===== src/rtl/c1541_gcr_decoder.sv =====
// C1541 GCR read-path decoder: sync detection, 5-to-4 GCR decode, header and
// data block parsing with checksums, and sector-buffer write port.
module c1541_gcr_decoder (
  input  logic       clk32,
  input  logic       reset_n,
  input  logic       mtr,
  input  logic       bit_en,
  input  logic       bit_in,
  output logic       sync_n,
  output logic [7:0] dout,
  output logic       byte_n,
  output logic       hdr_valid,
  output logic [5:0] hdr_track,
  output logic [4:0] hdr_sector,
  output logic       hdr_err,
  output logic [7:0] ram_addr,
  output logic [7:0] ram_di,
  output logic       ram_we,
  output logic       sec_done,
  output logic       sec_err
);

  typedef enum logic [1:0] {S_IDLE, S_ID, S_HDR, S_DATA} state_t;

  // Returns {error, nibble}; illegal codes decode as F with the error bit set.
  function automatic logic [4:0] gcr_decode(input logic [4:0] q);
    case (q)
      5'b01010: return 5'h00;  5'b01011: return 5'h01;
      5'b10010: return 5'h02;  5'b10011: return 5'h03;
      5'b01110: return 5'h04;  5'b01111: return 5'h05;
      5'b10110: return 5'h06;  5'b10111: return 5'h07;
      5'b01001: return 5'h08;  5'b11001: return 5'h09;
      5'b11010: return 5'h0A;  5'b11011: return 5'h0B;
      5'b01101: return 5'h0C;  5'b11101: return 5'h0D;
      5'b11110: return 5'h0E;  5'b10101: return 5'h0F;
      default:  return 5'h1F;
    endcase
  endfunction

  state_t     r_state, w_next;
  logic [3:0] r_ones, r_bitcnt;
  logic [8:0] r_shift, r_cnt;
  logic       r_err, r_hdr_ok;
  logic [7:0] r_xor, r_hdr_cks, r_hdr_sec, r_hdr_trk, r_hdr_id2;
  logic [7:0] r_dout, r_ram_addr, r_ram_di;
  logic       r_byte_n, r_hdr_valid, r_hdr_err, r_ram_we, r_sec_done, r_sec_err;
  logic [5:0] r_hdr_track;
  logic [4:0] r_hdr_sector;

  logic       w_act, w_sync_hit, w_sync_end, w_byte_done;
  logic       w_gcr_err, w_hdr_bad, w_sec_bad;
  logic [9:0] w_word;
  logic [4:0] w_hi, w_lo;
  logic [7:0] w_byte;

  assign w_act       = mtr & bit_en;
  assign w_sync_hit  = w_act & bit_in & (r_ones >= 4'd9);
  assign w_sync_end  = w_act & ~bit_in & (r_ones == 4'd10);
  assign w_byte_done = w_act & ~w_sync_hit & ~w_sync_end & (r_bitcnt == 4'd9);
  assign w_word      = {r_shift, bit_in};
  assign w_hi        = gcr_decode(w_word[9:5]);
  assign w_lo        = gcr_decode(w_word[4:0]);
  assign w_byte      = {w_hi[3:0], w_lo[3:0]};
  assign w_gcr_err   = w_hi[4] | w_lo[4];
  assign w_hdr_bad   = r_err | w_gcr_err |
                       (r_hdr_cks != (r_hdr_sec ^ r_hdr_trk ^ r_hdr_id2 ^ w_byte));
  assign w_sec_bad   = r_err | w_gcr_err | (r_xor != w_byte);

  always_ff @(posedge clk32 or negedge reset_n) begin
    if (!reset_n) r_state <= S_IDLE;
    else          r_state <= w_next;
  end

  always_comb begin
    // NOTE: default first so every path assigns w_next and no latch is inferred.
    w_next = r_state;
    if (!mtr || w_sync_hit) begin
      w_next = S_IDLE;
    end else if (w_sync_end) begin
      w_next = S_ID;
    end else if (w_byte_done) begin
      case (r_state)
        S_ID: begin
          if (w_byte == 8'h08)                  w_next = S_HDR;
          else if (w_byte == 8'h07 && r_hdr_ok) w_next = S_DATA;
          else                                  w_next = S_IDLE;
        end
        S_HDR:   if (r_cnt == 9'd4)   w_next = S_IDLE;
        S_DATA:  if (r_cnt == 9'd256) w_next = S_IDLE;
        default: w_next = S_IDLE;
      endcase
    end
  end

  always_ff @(posedge clk32 or negedge reset_n) begin
    if (!reset_n) begin
      r_ones <= '0;        r_bitcnt <= '0;      r_shift <= '0;       r_cnt <= '0;
      r_err <= 1'b0;       r_hdr_ok <= 1'b0;    r_xor <= '0;
      r_hdr_cks <= '0;     r_hdr_sec <= '0;     r_hdr_trk <= '0;     r_hdr_id2 <= '0;
      r_dout <= '0;        r_byte_n <= 1'b1;    r_hdr_valid <= 1'b0;
      r_hdr_track <= '0;   r_hdr_sector <= '0;  r_hdr_err <= 1'b0;
      r_ram_addr <= '0;    r_ram_di <= '0;      r_ram_we <= 1'b0;
      r_sec_done <= 1'b0;  r_sec_err <= 1'b0;
    end else begin
      // NOTE: non-blocking assignments throughout so every register samples
      // pre-edge values regardless of statement order.
      r_byte_n    <= 1'b1;
      r_hdr_valid <= 1'b0;
      r_ram_we    <= 1'b0;
      r_sec_done  <= 1'b0;
      if (!mtr) begin
        r_ones   <= '0;
        r_bitcnt <= '0;
      end else if (bit_en) begin
        r_ones  <= !bit_in ? 4'd0 : (r_ones == 4'd10) ? 4'd10 : r_ones + 4'd1;
        r_shift <= w_word[8:0];
        if (w_sync_hit)                 r_bitcnt <= 4'd0;
        else if (w_sync_end)            r_bitcnt <= 4'd1;
        else if (r_bitcnt == 4'd9)      r_bitcnt <= 4'd0;
        else                            r_bitcnt <= r_bitcnt + 4'd1;
      end
      if (w_byte_done) begin
        r_dout   <= w_byte;
        r_byte_n <= 1'b0;
        case (r_state)
          S_ID: begin
            r_cnt <= '0;
            r_err <= 1'b0;
            r_xor <= '0;
            // A data block consumes the stored header, good or not.
            if (w_byte == 8'h07) r_hdr_ok <= 1'b0;
          end
          S_HDR: begin
            r_err <= r_err | w_gcr_err;
            r_cnt <= r_cnt + 9'd1;
            case (r_cnt[2:0])
              3'd0:    r_hdr_cks <= w_byte;
              3'd1:    r_hdr_sec <= w_byte;
              3'd2:    r_hdr_trk <= w_byte;
              3'd3:    r_hdr_id2 <= w_byte;
              default: begin
                r_hdr_valid  <= 1'b1;
                r_hdr_err    <= w_hdr_bad;
                r_hdr_track  <= r_hdr_trk[5:0];
                r_hdr_sector <= r_hdr_sec[4:0];
                r_hdr_ok     <= ~w_hdr_bad;
              end
            endcase
          end
          S_DATA: begin
            if (r_cnt[8]) begin
              r_sec_done <= 1'b1;
              r_sec_err  <= w_sec_bad;
              r_ram_addr <= '0;
            end else begin
              r_ram_we   <= 1'b1;
              r_ram_addr <= r_cnt[7:0];
              r_ram_di   <= w_byte;
              r_xor      <= r_xor ^ w_byte;
              r_err      <= r_err | w_gcr_err;
              r_cnt      <= r_cnt + 9'd1;
            end
          end
          default: ;
        endcase
      end
    end
  end

  assign sync_n     = (r_ones != 4'd10);
  assign dout       = r_dout;
  assign byte_n     = r_byte_n;
  assign hdr_valid  = r_hdr_valid;
  assign hdr_track  = r_hdr_track;
  assign hdr_sector = r_hdr_sector;
  assign hdr_err    = r_hdr_err;
  assign ram_addr   = r_ram_addr;
  assign ram_di     = r_ram_di;
  assign ram_we     = r_ram_we;
  assign sec_done   = r_sec_done;
  assign sec_err    = r_sec_err;

endmodule


===== config.mk =====
export PLATFORM = sky130hd
export DESIGN_NAME = c1541_gcr_decoder
export DESIGN_NICKNAME = d
export VERILOG_FILES = /design/src/rtl/c1541_gcr_decoder.sv
export SDC_FILE = /design/constraint.sdc
export NUM_CORES = 1
export LEC_CHECK = 0
export ABC_AREA = 1
export ABC_CLOCK_PERIOD_IN_PS = 2100
export CAP_MARGIN = 20
export CORE_MARGIN = 2
export CORE_UTILIZATION = 58
export DETAILED_ROUTE_END_ITERATION = 8
export GPL_TIMING_DRIVEN = 0
export PLACE_DENSITY = 0.88
export SETUP_SLACK_MARGIN = 0.02
export SLEW_MARGIN = 15
export SYNTH_ARGS = -nofsm -noshare
export SYNTH_HDL_FRONTEND = slang
export SYNTH_SLANG_ARGS = --single-unit

===== constraint.sdc =====
create_clock -name clk32 -period 2.1 [get_ports clk32]
set_input_delay 0.315 -clock clk32 [delete_from_list [all_inputs] [get_ports clk32]]
set_output_delay 0.315 -clock clk32 [all_outputs]
set_load 0.02 [all_outputs]

==> results of run 1 <==
## timing repair
action	in CTS	in global routing
setup buffers	5	16
hold buffers	1	0
endpoints found under the hold margin	25	0
setup endpoints to repair	20	77
gates resized for setup	12	35
pin swaps	3	12
gates cloned	0	1
## stage by stage
| step | util | instance area [µm²] | hold WS, ns |
|---|---|---|---|
| final | 0.728 | 6790 | 0.340 |
| after global routing | 0.728 | 6790 | 0.355 |
| after CTS | 0.701 | 6540 | 0.353 |
| after detailed placement | 0.672 | 6270 | 0.194 |
| after global placement | 0.669 | 6240 | 0.462 |
| after floorplan | - | 5620 | 0.0194 |
## cell families after synthesis
logic type,Yosys count,share of synthesized area
and+or+nand+nor,312,0.247
buffers and inverters,83,0.0651
AOI/OAI and AO/OA,128,0.121
adders and majority gates,18,0.0401
xor gates and xnor gates,21,0.0328
DFF,111,0.495
## metal layers
layer  vias to the layer above  track usage  part of all wire
met4                         2        0.111             0.033
met5                         -            0           0.00091
met3                        59       0.0410             0.072
met2                       286        0.471              0.51
met1                      2389        0.322              0.39
li1                       2326            -                 -
## area by class of cell
type,instances,area [µm²],area share
buffer,12,100,0.0147
tap,129,161,0.0238
inverter,71,279,0.0411
clock inverter,7,81.3,0.0120
timing repair buffer,70,687,0.101
clock buffer,9,124,0.0183
sequential,111,2780,0.410
multi-input combinational,479,2570,0.379
## sequential cells by signal, indices dropped and copies added, names as in the netlist
| register | cells |
|---|---|
| dout | 8 |
| ram_addr | 8 |
| r_hdr_sec | 8 |
| hdr_err | 1 |
| ram_we | 1 |
| r_hdr_trk | 8 |
| r_state | 2 |
| ram_di | 8 |
| r_xor | 8 |
| r_hdr_ok | 1 |
| r_hdr_id2 | 8 |
| r_bitcnt | 4 |
| hdr_valid | 1 |
| r_hdr_cks | 8 |
| r_shift | 9 |
| sec_err | 1 |
| r_ones | 4 |
| byte_n | 1 |
| sec_done | 1 |
| hdr_sector | 5 |
| hdr_track | 6 |
| r_err | 1 |
| r_cnt | 9 |
## power groups by stage
stage	Clock (mW)	Combinational, mW	Sequential [mW]
2_1_floorplan	0	0.337	2.30
3_3_place_gp	0	0.510	2.30
3_5_place_dp	0	0.548	2.31
4_1_cts	1.32	0.587	2.27
5_1_grt	1.39	0.768	2.28
6_report	1.31	0.702	2.27
## cells in the final DEF (no fill, tap or decap), drive strengths merged
| cell type | n |
|---|---|
| dfstp | 1 |
| o31ai | 7 |
| o22ai | 3 |
| inv | 75 |
| nand3b | 4 |
| a21oi | 19 |
| nand4 | 5 |
| clkbuf | 12 |
| nand3 | 36 |
| nor3 | 10 |
| nor2 | 39 |
| dfrtp | 110 |
| dlygate4sd2 | 1 |
| or2 | 1 |
| ha | 18 |
| dlygate4sd3 | 1 |
| o21ai | 98 |
| buf | 33 |
| clkinv | 3 |
| nand2 | 217 |
| xor2 | 12 |
| xnor2 | 9 |
| a22o | 1 |
| clkdlybuf4s50 | 43 |
| dlymetal6s2s | 1 |
## how the worst max path moves through the flow
stage / start / to / slack (ns) / cells past startpoint
floorplan: r_ones[0] / r_hdr_trk[7] / 0.18 / 11
global placement: reset_n / ram_addr[7] / -3.24 / 1
detailed placement: bit_in / sec_err / -0.60 / 11
CTS: bit_in / sec_err / -0.06 / 11
global route: r_bitcnt[1] / r_hdr_trk[7] / -0.04 / 12
finish: r_ones[1] / r_hdr_cks[7] / 0.06 / 11
## worst max-delay path: cells and delay by family (launching register included)
family / cells / cell delay, ns
adders and majority gates: 1 / 0.18
buffers and inverters: 2 / 0.34
and+or+nand+nor: 7 / 0.94
DFF: 1 / 0.41
AOI/OAI and AO/OA: 1 / 0.06
==> run_results.csv, run 1 <==
group,metric,value,unit
synthesis,yosys.area.top_type,"dfrtp_1",
synthesis,netlist_area,5620,µm²
floorplanning,rows,35,
timing,fin_crit_sh,0.971,
place,gp_congestion,0.946,
synthesis,yosysSeqAreaShare,0.495,
critical_path,reg2reg_to,"r_hdr_cks[7]",
routing,routed_wl,14300,µm
critical_path,crit_fanout,10,
routing,drt_iter0_drc,425,
routing,drt_first_pass_iters,6,
power_and_ir_drop,power_density,632,nW/µm²
critical_path,start_kind,"flop",
cells_and_area,n_fill_cell,649,
power_and_ir_drop,vdd_drop_max,0.500,mV
timing,finalSetupViolCount,0,
clocking,cts_tree,"yes",
synthesis,synth.avg_cell_area,8.34,µm²
clocking,clk_pin_slew,0.11,ns
floorplanning,die_w,102,µm
timing,tightestPinTransition,0.489,ns
grt,grt_pass1_wl,21600,µm
power_and_ir_drop,clockPowerShare,0.307,
grt,grt_max_degree,87,
clocking,clk_latency,0.40,ns
worst_hold_path,hp-class,"in2async",
cells_and_area,final_layout_size_suffix_gt1_frac,0.138,
cells_and_area,fin_cells,888,
place,dp_cells,849,
synthesis,netlist_instances,673,
power_and_ir_drop,p_seq_frac,0.530,
floorplanning,start_util,0.602,
timing,final_max_slew_viol_count,0,
power_and_ir_drop,switching_share,0.320,
synthesis,synthArstFlopShare,1.00,
synthesis,ys.flop_type,"dfrtp_1",
timing,fin_crit,2.04,ns
floorplanning,die_h,102,µm
cells_and_area,diodes,0,
clocking,clockBufferDepth,2,
clocking,cts.htree.levels,3,
power_and_ir_drop,p_int,2.92,mW
clocking,clock_sinks,111,
floorplanning,io_pins,47,
grt,antenna_found_initial,1,
place,dp_slack,-0.596,ns
power_and_ir_drop,p_sw,1.37,mW
synthesis,synth_cell_types,35,
timing,fmax,0.491,GHz
clocking,cts-root-buf,"clkbuf_8",
floorplanning,coreArea,9330,µm²
synthesis,synth_top_area_share,0.490,
timing,finalHoldViolCount,0,
routing,viasPerCell,5.70,
outcome,outcome,"complete, no violations",
critical_path,critPathSlowestCell,"dfrtp_1",
critical_path,cpPeakStageDelay,0.41,ns
routing,wl_per_cell,16.1,µm
timing,worst_slack,0.0616,ns
critical_path,cp.arrival,2.32,ns
power_and_ir_drop,combPwrFrac,0.164,
timing,rsz0062_at_grt,"true",
synthesis,syn-num-nets,696,
critical_path,endpoint_kind,"flop",
place,placement.io_buffers,46,
critical_path,cp.required,2.38,ns
critical_path,r2r_slack,0.06,ns
routing,ant_nets,0,
timing,skew,0.0145,ns
synthesis,ys_seq_elements,111,
power_and_ir_drop,power_leakage,3.28,nW
critical_path,path_cells,"buf_4, ha_1, nand3_1, nor3_4, nor2_4, nand2_4, nor2_8, nand3_4, buf_6, nand2_1, o21ai_1",
cells_and_area,finalNetCount,777,
critical_path,rr_worst_depth,11,
timing,slew_headroom,0.674,
critical_path,r2r_start,"r_ones[1]",
routing,drc,0,
timing,setup_tns,0,ns
synthesis,synth_edf_count,0,
routing,vias,5062,
critical_path,path_class,"reg2reg",
clocking,numCtsBuffers,9,
synthesis,yosysWarnings,0,
floorplanning,dieArea,10500,µm²
cells_and_area,area_delta_synth_final,20.9,%
grt,grt_pass1_vias,4759,
place,dp_hpwl,9440,µm
synthesis,synthTopCellsByArea,"dfrtp_1 49%, nand2_1 14%, o21ai_0 4.6%, inv_1 4.3%, ha_1 4.0%",
flow_run,drv_cap,0,
synthesis,synth_common_cells,"213 x nand2_1, 110 x dfrtp_1, 65 x inv_1, 52 x o21ai_0, 43 x o21ai_1",
power_and_ir_drop,total_power,4.29,mW
grt,grt-ovfl-total,0,
grt,grt_use_total,0.265,
synthesis,synth_most_common_cell,"nand2_1",
No activity file was read; power rests on OpenSTA's default activity.
==> run 2, diff against run 1 <==
- CAP_MARGIN: 20 -> 25
==> results of run 2 <==
Final layout, timing and power as in run 1 (identical DEF).
